[config.mk]
export PLATFORM = sky130hd
export DESIGN_NAME = cosim_commit_queue_flat
export DESIGN_NICKNAME = d
export VERILOG_FILES = /design/src/rtl/cosim_commit_queue_pkg.sv /design/src/rtl/cosim_commit_queue_if.sv /design/src/rtl/cosim_commit_queue_fifo.sv /design/src/rtl/cosim_commit_queue.sv /design/src/flat_wrapper.sv
export SDC_FILE = /design/constraint.sdc
export NUM_CORES = 2
export LEC_CHECK = 0
export BUFFER_PORTS_ARGS = -buffer_cell sky130_fd_sc_hd__buf_2
export CAP_MARGIN = 10
export CORE_UTILIZATION = 53
export DETAILED_ROUTE_END_ITERATION = 7
export HOLD_SLACK_MARGIN = 0.05
export PLACE_DENSITY = 0.8
export SLEW_MARGIN = 0
export SYNTH_ARGS = -nofsm -noshare
export SYNTH_HDL_FRONTEND = slang
export SYNTH_MEMORY_MAX_BITS = 65536
export SYNTH_SLANG_ARGS = --single-unit
[constraint.sdc]
create_clock -name clk_i -period 25 [get_ports clk_i]
set_input_delay 1.25 -clock clk_i [delete_from_list [all_inputs] [get_ports clk_i]]
set_output_delay 1.25 -clock clk_i [all_outputs]
set_load 0.03 [all_outputs]
[src/rtl/cosim_commit_queue_pkg.sv]
// Shared types for the co-simulation commit path; the checker side imports the same package.
package cosim_commit_pkg;
    localparam int CM_XLEN    = 64;
    localparam int CM_SEQ_W   = 32;
    localparam int CM_DEPTH   = 16;
    localparam int CM_TIMEOUT = 4096;

    // seq is held at full width so the checker sees one layout whatever SEQ_W the queue uses
    typedef struct packed {
        logic [CM_XLEN-1:0]  pc;
        logic [31:0]         ins;
        logic [4:0]          dst;
        logic                we;
        logic [CM_XLEN-1:0]  data;
        logic                xcpt;
        logic [CM_XLEN-1:0]  cause;
        logic [CM_SEQ_W-1:0] seq;
    } commit_entry_t;
endpackage

[src/rtl/cosim_commit_queue_if.sv]
// Retire-port and checker-port bundle of the commit queue.
interface cosim_commit_queue_if #(
    parameter int DEPTH = 16,
    parameter int SEQ_W = 32
);
    import cosim_commit_pkg::*;

    logic                       cm_valid_i;
    logic [CM_XLEN-1:0]         cm_pc_i;
    logic [31:0]                cm_ins_i;
    logic [4:0]                 cm_dst_i;
    logic                       cm_we_i;
    logic [CM_XLEN-1:0]         cm_data_i;
    logic                       cm_xcpt_i;
    logic [CM_XLEN-1:0]         cm_cause_i;
    logic                       out_valid_o;
    logic                       out_ready_i;
    commit_entry_t              out_entry_o;
    logic [$clog2(DEPTH):0]     occupancy_o;
    logic                       overflow_o;
    logic [SEQ_W-1:0]           drop_cnt_o;
    logic                       stall_o;

    modport master (
        output cm_valid_i, cm_pc_i, cm_ins_i, cm_dst_i, cm_we_i, cm_data_i, cm_xcpt_i, cm_cause_i,
        output out_ready_i,
        input  out_valid_o, out_entry_o, occupancy_o, overflow_o, drop_cnt_o, stall_o
    );
    modport slave (
        input  cm_valid_i, cm_pc_i, cm_ins_i, cm_dst_i, cm_we_i, cm_data_i, cm_xcpt_i, cm_cause_i,
        input  out_ready_i,
        output out_valid_o, out_entry_o, occupancy_o, overflow_o, drop_cnt_o, stall_o
    );
endinterface

[src/rtl/cosim_commit_queue_fifo.sv]
// Generic first-word-fall-through FIFO; a push is taken when full if a pop happens the same cycle.
module cosim_sync_fifo #(
    parameter int W     = 8,
    parameter int DEPTH = 16
) (
    input  logic                     clk,
    input  logic                     rst,
    input  logic                     push,
    input  logic                     pop,
    input  logic [W-1:0]             wdata,
    output logic [W-1:0]             rdata,
    output logic [$clog2(DEPTH):0]   count,
    output logic                     full,
    output logic                     empty
);
    localparam int AW = $clog2(DEPTH);
    localparam int CW = AW + 1;

    logic [W-1:0]  mem [DEPTH];
    logic [AW-1:0] wr_ptr, rd_ptr;
    logic          do_push, do_pop;

    assign empty   = (count == '0);
    assign full    = (count == CW'(DEPTH));
    assign do_pop  = pop && !empty;
    assign do_push = push && (!full || do_pop);
    assign rdata   = mem[rd_ptr];

    // DEPTH is a power of two, so the pointers wrap by plain overflow
    always_ff @(posedge clk) begin
        if (rst) begin
            wr_ptr <= '0;
            rd_ptr <= '0;
            count  <= '0;
        end else begin
            if (do_push) wr_ptr <= wr_ptr + AW'(1);
            if (do_pop)  rd_ptr <= rd_ptr + AW'(1);
            count <= count + CW'(do_push) - CW'(do_pop);
        end
    end

    always_ff @(posedge clk) begin
        if (do_push) mem[wr_ptr] <= wdata;
    end
endmodule

[src/rtl/cosim_commit_queue.sv]
// Buffers one hart's retire events for the co-sim checker: seq tagging, drop accounting, retire watchdog.
module cosim_commit_queue #(
    parameter int DEPTH   = 16,
    parameter int SEQ_W   = 32,
    parameter int TIMEOUT = 4096
) (
    input  logic               clk_i,
    input  logic               rst_i,
    cosim_commit_queue_if.slave bus
);
    import cosim_commit_pkg::*;

    localparam int CW = $clog2(DEPTH) + 1;
    localparam int EW = $bits(commit_entry_t);

    commit_entry_t    wentry;
    logic [EW-1:0]    wdata, rdata;
    logic [CW-1:0]    count;
    logic             full, empty, pop, push, drop;
    logic [SEQ_W-1:0] seq_q, drop_cnt_q;
    logic             overflow_q;

    assign pop  = !empty && bus.out_ready_i;
    assign push = bus.cm_valid_i && (!full || pop);
    assign drop = bus.cm_valid_i && full && !pop;

    always_comb begin
        wentry       = '0;
        wentry.pc    = bus.cm_pc_i;
        wentry.ins   = bus.cm_ins_i;
        wentry.dst   = bus.cm_dst_i;
        wentry.we    = bus.cm_we_i;
        wentry.data  = bus.cm_data_i;
        wentry.xcpt  = bus.cm_xcpt_i;
        wentry.cause = bus.cm_cause_i;
        wentry.seq   = CM_SEQ_W'(seq_q);
    end
    assign wdata = wentry;

    cosim_sync_fifo #(.W(EW), .DEPTH(DEPTH)) u_fifo (
        .clk   (clk_i),
        .rst   (rst_i),
        .push  (push),
        .pop   (pop),
        .wdata (wdata),
        .rdata (rdata),
        .count (count),
        .full  (full),
        .empty (empty)
    );

    // Dropped events still burn a seq number so the checker sees the loss as a gap
    always_ff @(posedge clk_i) begin
        if (rst_i) begin
            seq_q      <= '0;
            overflow_q <= 1'b0;
            drop_cnt_q <= '0;
        end else begin
            if (bus.cm_valid_i) seq_q <= seq_q + SEQ_W'(1);
            if (drop) begin
                overflow_q <= 1'b1;
                if (drop_cnt_q != '1) drop_cnt_q <= drop_cnt_q + SEQ_W'(1);
            end
        end
    end

    assign bus.out_valid_o = !empty;
    assign bus.out_entry_o = commit_entry_t'(rdata);
    assign bus.occupancy_o = count;
    assign bus.overflow_o  = overflow_q;
    assign bus.drop_cnt_o  = drop_cnt_q;

    generate
        if (TIMEOUT > 0) begin : g_wd
            localparam int WW = $clog2(TIMEOUT + 1);
            logic [WW-1:0] wd_q, wd_d;
            logic          stall_q;

            always_comb begin
                wd_d = wd_q;
                if (bus.cm_valid_i)             wd_d = '0;
                else if (wd_q != WW'(TIMEOUT))  wd_d = wd_q + WW'(1);
            end

            // stall tracks the next counter value so it rises together with counter==TIMEOUT
            always_ff @(posedge clk_i) begin
                if (rst_i) begin
                    wd_q    <= '0;
                    stall_q <= 1'b0;
                end else begin
                    wd_q    <= wd_d;
                    stall_q <= (wd_d == WW'(TIMEOUT));
                end
            end
            assign bus.stall_o = stall_q;
        end else begin : g_no_wd
            assign bus.stall_o = 1'b0;
        end
    endgenerate
endmodule
[src/flat_wrapper.sv]
// flat-port wrapper written by rule: the top's interface ports become plain ports
module cosim_commit_queue_flat import cosim_commit_pkg::*;
#(
    parameter int DEPTH   = 16,
    parameter int SEQ_W   = 32,
    parameter int TIMEOUT = 4096
)
  (clk_i, rst_i, bus_cm_valid_i, bus_cm_pc_i, bus_cm_ins_i, bus_cm_dst_i, bus_cm_we_i, bus_cm_data_i, bus_cm_xcpt_i, bus_cm_cause_i, bus_out_ready_i, bus_out_valid_o, bus_out_entry_o, bus_occupancy_o, bus_overflow_o, bus_drop_cnt_o, bus_stall_o);
  cosim_commit_queue_if #(.DEPTH(DEPTH), .SEQ_W(SEQ_W)) bus_i ();
  input  logic clk_i;
  input  logic rst_i;
  input wire logic [$bits(bus_i.cm_valid_i)-1:0] bus_cm_valid_i;
  input wire logic [$bits(bus_i.cm_pc_i)-1:0] bus_cm_pc_i;
  input wire logic [$bits(bus_i.cm_ins_i)-1:0] bus_cm_ins_i;
  input wire logic [$bits(bus_i.cm_dst_i)-1:0] bus_cm_dst_i;
  input wire logic [$bits(bus_i.cm_we_i)-1:0] bus_cm_we_i;
  input wire logic [$bits(bus_i.cm_data_i)-1:0] bus_cm_data_i;
  input wire logic [$bits(bus_i.cm_xcpt_i)-1:0] bus_cm_xcpt_i;
  input wire logic [$bits(bus_i.cm_cause_i)-1:0] bus_cm_cause_i;
  input wire logic [$bits(bus_i.out_ready_i)-1:0] bus_out_ready_i;
  output wire logic [$bits(bus_i.out_valid_o)-1:0] bus_out_valid_o;
  output wire logic [$bits(bus_i.out_entry_o)-1:0] bus_out_entry_o;
  output wire logic [$bits(bus_i.occupancy_o)-1:0] bus_occupancy_o;
  output wire logic [$bits(bus_i.overflow_o)-1:0] bus_overflow_o;
  output wire logic [$bits(bus_i.drop_cnt_o)-1:0] bus_drop_cnt_o;
  output wire logic [$bits(bus_i.stall_o)-1:0] bus_stall_o;
  assign bus_i.cm_valid_i = bus_cm_valid_i;
  assign bus_i.cm_pc_i = bus_cm_pc_i;
  assign bus_i.cm_ins_i = bus_cm_ins_i;
  assign bus_i.cm_dst_i = bus_cm_dst_i;
  assign bus_i.cm_we_i = bus_cm_we_i;
  assign bus_i.cm_data_i = bus_cm_data_i;
  assign bus_i.cm_xcpt_i = bus_cm_xcpt_i;
  assign bus_i.cm_cause_i = bus_cm_cause_i;
  assign bus_i.out_ready_i = bus_out_ready_i;
  assign bus_out_valid_o = bus_i.out_valid_o;
  assign bus_out_entry_o = bus_i.out_entry_o;
  assign bus_occupancy_o = bus_i.occupancy_o;
  assign bus_overflow_o = bus_i.overflow_o;
  assign bus_drop_cnt_o = bus_i.drop_cnt_o;
  assign bus_stall_o = bus_i.stall_o;
  cosim_commit_queue #(.DEPTH(DEPTH), .SEQ_W(SEQ_W), .TIMEOUT(TIMEOUT)) u_core (.clk_i(clk_i), .rst_i(rst_i), .bus(bus_i));
endmodule
==> impl_metrics.csv <==
group,metric,value,unit
place,io_buffers,537,
yosys,ys_types,52,
yosys,syn-cell-area,162000,um2
worst_setup_path,crit_fanout,149,
die,rows,202,
worst_setup_path,critPathKind,"reg2out",
yosys,ys_ff_latch,4304,
die,start_util,0.534,
yosys,yosys.area_share.simple,0.00991,
yosys,yosys_warnings,0,
die,dieArea,309000,um2
drt,route.detailed.drc,0,
yosys,synth_xor_xnor_area_share,0.00281,
die,die_w,555,um
yosys,synth_top_family_by_area,"multiplexers",
power,vdd_drop_max,0.000100,V
worst_setup_path,arrival,7480,ps
clocking,clockRootBuffer,"clkbuf_16",
min_path,min_delay_worst_endpoint,"u_core.bus.overflow_o$_SDFFE_PP0P_",
grt,grt_overflow,0,
grt,first_global_vias,79100,
sta,fin_crit,8730,ps
final_layout,fin_nets,7458,
power,p_sw_frac,0.264,
min_path,holdPathStages,2,
yosys,avgSynthCellArea,25.2,um2
yosys,async_flop_share,0,
clocking,cts_buffer_depth,4,
drt,ant_nets,0,
clocking,cts_sinks,4304,
sta,setup_viol,0,
place,post-place-ws,17310,ps
final_layout,stdcell_area,183000,um2
sta,fin_ws,16270,ps
min_path,hold_path.class,"reg2reg",
sta,slew_headroom,0.167,
min_path,min-delay-start,"u_core.bus.overflow_o$_SDFFE_PP0P_",
worst_setup_path,rr_endpoint,"u_core.u_fifo.mem[10][131]$_DFFE_PP_",
drt,drt_iter0_markers,9915,
power,switchingPower,4.66,mW
yosys,synthAdderAreaFrac,0.00128,
sta,fmax,115,MHz
power,intPower,13.0,mW
sta,rsz0062_at_grt,"false",
grt,grt_use_total,0.254,
worst_setup_path,reg2reg_slack,19400,ps
yosys,syn_inst,6444,
yosys,synth_compound_area_frac,0.00380,
clocking,htree_levels,5,
yosys,synth-edff-count,4208,
outcome,status,"completed",
die,core_area,304000,um2
yosys,synth_top_cell_by_area,"edfxtp_1",
worst_setup_path,r2r-start,"u_core.u_fifo.count[2]$_SDFF_PP0_",
sta,fin_crit_sh,0.349,
yosys,seq_area_frac_synth,0.790,
flow_run,cap_violations,0,
yosys,syn_nets,6695,
drt,wl,395,mm
worst_setup_path,required,23750,ps
yosys,yosys.area.top_type_share,0.778,
grt,grt_first_pass_wirelength,560,mm
die,io_pins,538,
place,hpwl,188,mm
yosys,synth.most_common_cell,"edfxtp_1",
yosys,synthTopCellsByArea,"edfxtp_1 78%, mux4_2 18%, dfxtp_1 1.2%",
clocking,cts.clk_slew.worst_paths,70,ps
clocking,clk-insertion-delay-late,950,ps
drt,viasPerCell,6.53,
worst_setup_path,reg2regPathDepth,9,
place,place_congestion,0.809,
worst_setup_path,worstSetupStartpointType,"flop",
clocking,cts_setup_buffers,0,
sta,worst_pin_slew,1250,ps
sta,hold_viol,0,
clocking,cts.repair.resized,0,
drt,drt_pre_antenna_iters,6,
power,p_leak,55.6,nW
worst_setup_path,critPathCaptureType,"primary output",
drt,avgRoutedWirePerCell,33.8,um
grt,grt_max_degree,150,
clocking,ctsHoldBuffers,0,
power,pwr-share-clk,0.349,
grt,antenna_found_initial,81,
drt,vias,76200,
place,placed_area,170000,um2
die,die_h,555,um
final_layout,syn_to_final_growth,13.0,%
yosys,synthFlopType,"edfxtp_1",
power,comb_power_share,0.190,
power,total_power,17.6,mW
power,seq_power_share,0.462,
power,p_per_area,96.1,nW/um2
yosys,muxShareOfSynthArea,0.182,
sta,clock_skew,83.2,ps
yosys,netlist_top_cells_count,"4208 x edfxtp_1, 1300 x mux4_2, 153 x clkbuf_1",
clocking,cts_buffers,412,
final_layout,final.fill_count,19700,
clocking,cts_tree,"yes",
sta,final.setup.tns,0,ps
final_layout,drive_gt1_frac,0.343,
sta,slew_viol_final,0,
[placed cells by master (no fill, tap or decap), types with 7 or more instances in the layout]
| master | instances |
|---|---|
| clkinvlp_4 | 23 |
| ha_1 | 15 |
| buf_4 | 112 |
| diode_2 | 37 |
| nor2_1 | 78 |
| o21ai_0 | 19 |
| or3_1 | 12 |
| mux2i_1 | 18 |
| xor2_1 | 30 |
| nor2b_1 | 27 |
| clkinv_16 | 16 |
| nor3_1 | 16 |
| mux4_2 | 1300 |
| nand4_1 | 26 |
| nand3_1 | 29 |
| buf_12 | 22 |
| nor4_1 | 10 |
| and3_1 | 12 |
| clkinv_1 | 97 |
| clkbuf_1 | 75 |
| or4_1 | 7 |
| inv_6 | 7 |
| nand2_1 | 37 |
| a211oi_1 | 16 |
| and4_1 | 7 |
| clkbuf_16 | 414 |
| clkinv_2 | 70 |
| buf_2 | 537 |
| dfxtp_1 | 92 |
| inv_1 | 23 |
| xnor2_1 | 22 |
| bufinv_16 | 32 |
| a21oi_1 | 44 |
| edfxtp_1 | 4208 |
| nor2_4 | 12 |
[state kept, by name, indices dropped and copies added (netlist names), named ones only]
name	cells
u_core.bus.drop_cnt_o	32
u_core.u_fifo.wr_ptr	4
u_core.seq_q	32
u_core.u_fifo.mem	4208
u_core.g_wd.wd_q	13
u_core.bus.stall_o	1
u_core.bus.overflow_o	1
u_core.u_fifo.rd_ptr	4
u_core.u_fifo.count	5
[worst max-delay path: stages, from the launching register on]
cell and delay (ps):
dfxtp_4 860, buf_4 830, buf_12 750, buf_4 680, buf_4 920, buf_4 900
mux4_2 420, nor2b_1 160, a211oi_1 300, a21oi_1 150, buf_2 270
[metal layers]
layer | part of all wire | global-route usage | vias to the layer above
li1 | - | - | 29600
met1 | 0.35 | 0.321 | 40700
met2 | 0.52 | 0.437 | 4961
met3 | 0.087 | 0.0452 | 896
met4 | 0.040 | 0.105 | 44
met5 | 0.00068 | 0 | -
[cells by family (layout without fill, tap and decap cells)]
group | after synthesis | in the layout
AOI/OAI and AO/OA | 101 | 101
adders and majority gates | 16 | 16
other | 0 | 37
and+or+nand+nor | 300 | 300
DFF | 4304 | 4304
xor gates and xnor gates | 52 | 52
muxes | 1326 | 1326
buffers and inverters | 345 | 1449
[power by group through the flow]
| stage | clock (mW) | combinational, mW | sequential, mW |
|---|---|---|---|
| after floorplan | 0 | 2.49 | 8.34 |
| after global placement | 0 | 3.25 | 8.27 |
| after detailed placement | 0 | 3.33 | 8.28 |
| after CTS | 6.22 | 3.39 | 8.14 |
| after global routing | 6.47 | 3.51 | 8.15 |
| final | 6.15 | 3.34 | 8.14 |
[worst max path at each step]
stage                    from                                 to  slack [ps]  depth (start not counted)
4_1_cts                  flop               bus_out_entry_o[222]       16200                         10
3_5_place_dp             flop               bus_out_entry_o[222]       17310                         10
3_3_place_gp             flop               bus_out_entry_o[222]       17420                         10
5_1_grt                  flop               bus_out_entry_o[222]       16030                         10
6_report                 flop               bus_out_entry_o[222]       16270                         10
2_1_floorplan  bus_cm_valid_i  u_core.u_fifo.mem[3][0]$_DFFE_PP_        3840                          4
[stage by stage]
| stage | hold slack, ps | utilization | std cells |
|---|---|---|---|
| after floorplan | 485 | - | 6444 |
| after global placement | 450 | 0.560 | 10900 |
| after detailed placement | 458 | 0.560 | 10900 |
| after CTS | 474 | 0.603 | 11600 |
| after global routing | 522 | 0.604 | 11700 |
| final | 474 | 0.604 | 11700 |
[area by class of cell]
cell class | count | area [um2] | area share
clock inverter | 260 | 2580 | 0.0140
multi-input combinational | 1795 | 32500 | 0.177
timing repair buffer | 671 | 3970 | 0.0216
inverter | 23 | 86.3 | 0.000471
sequential | 4304 | 128000 | 0.700
tap | 4080 | 5100 | 0.0278
clock buffer | 495 | 10700 | 0.0585
antenna | 37 | 92.6 | 0.000505
Power figures use the tool's default switching activity.
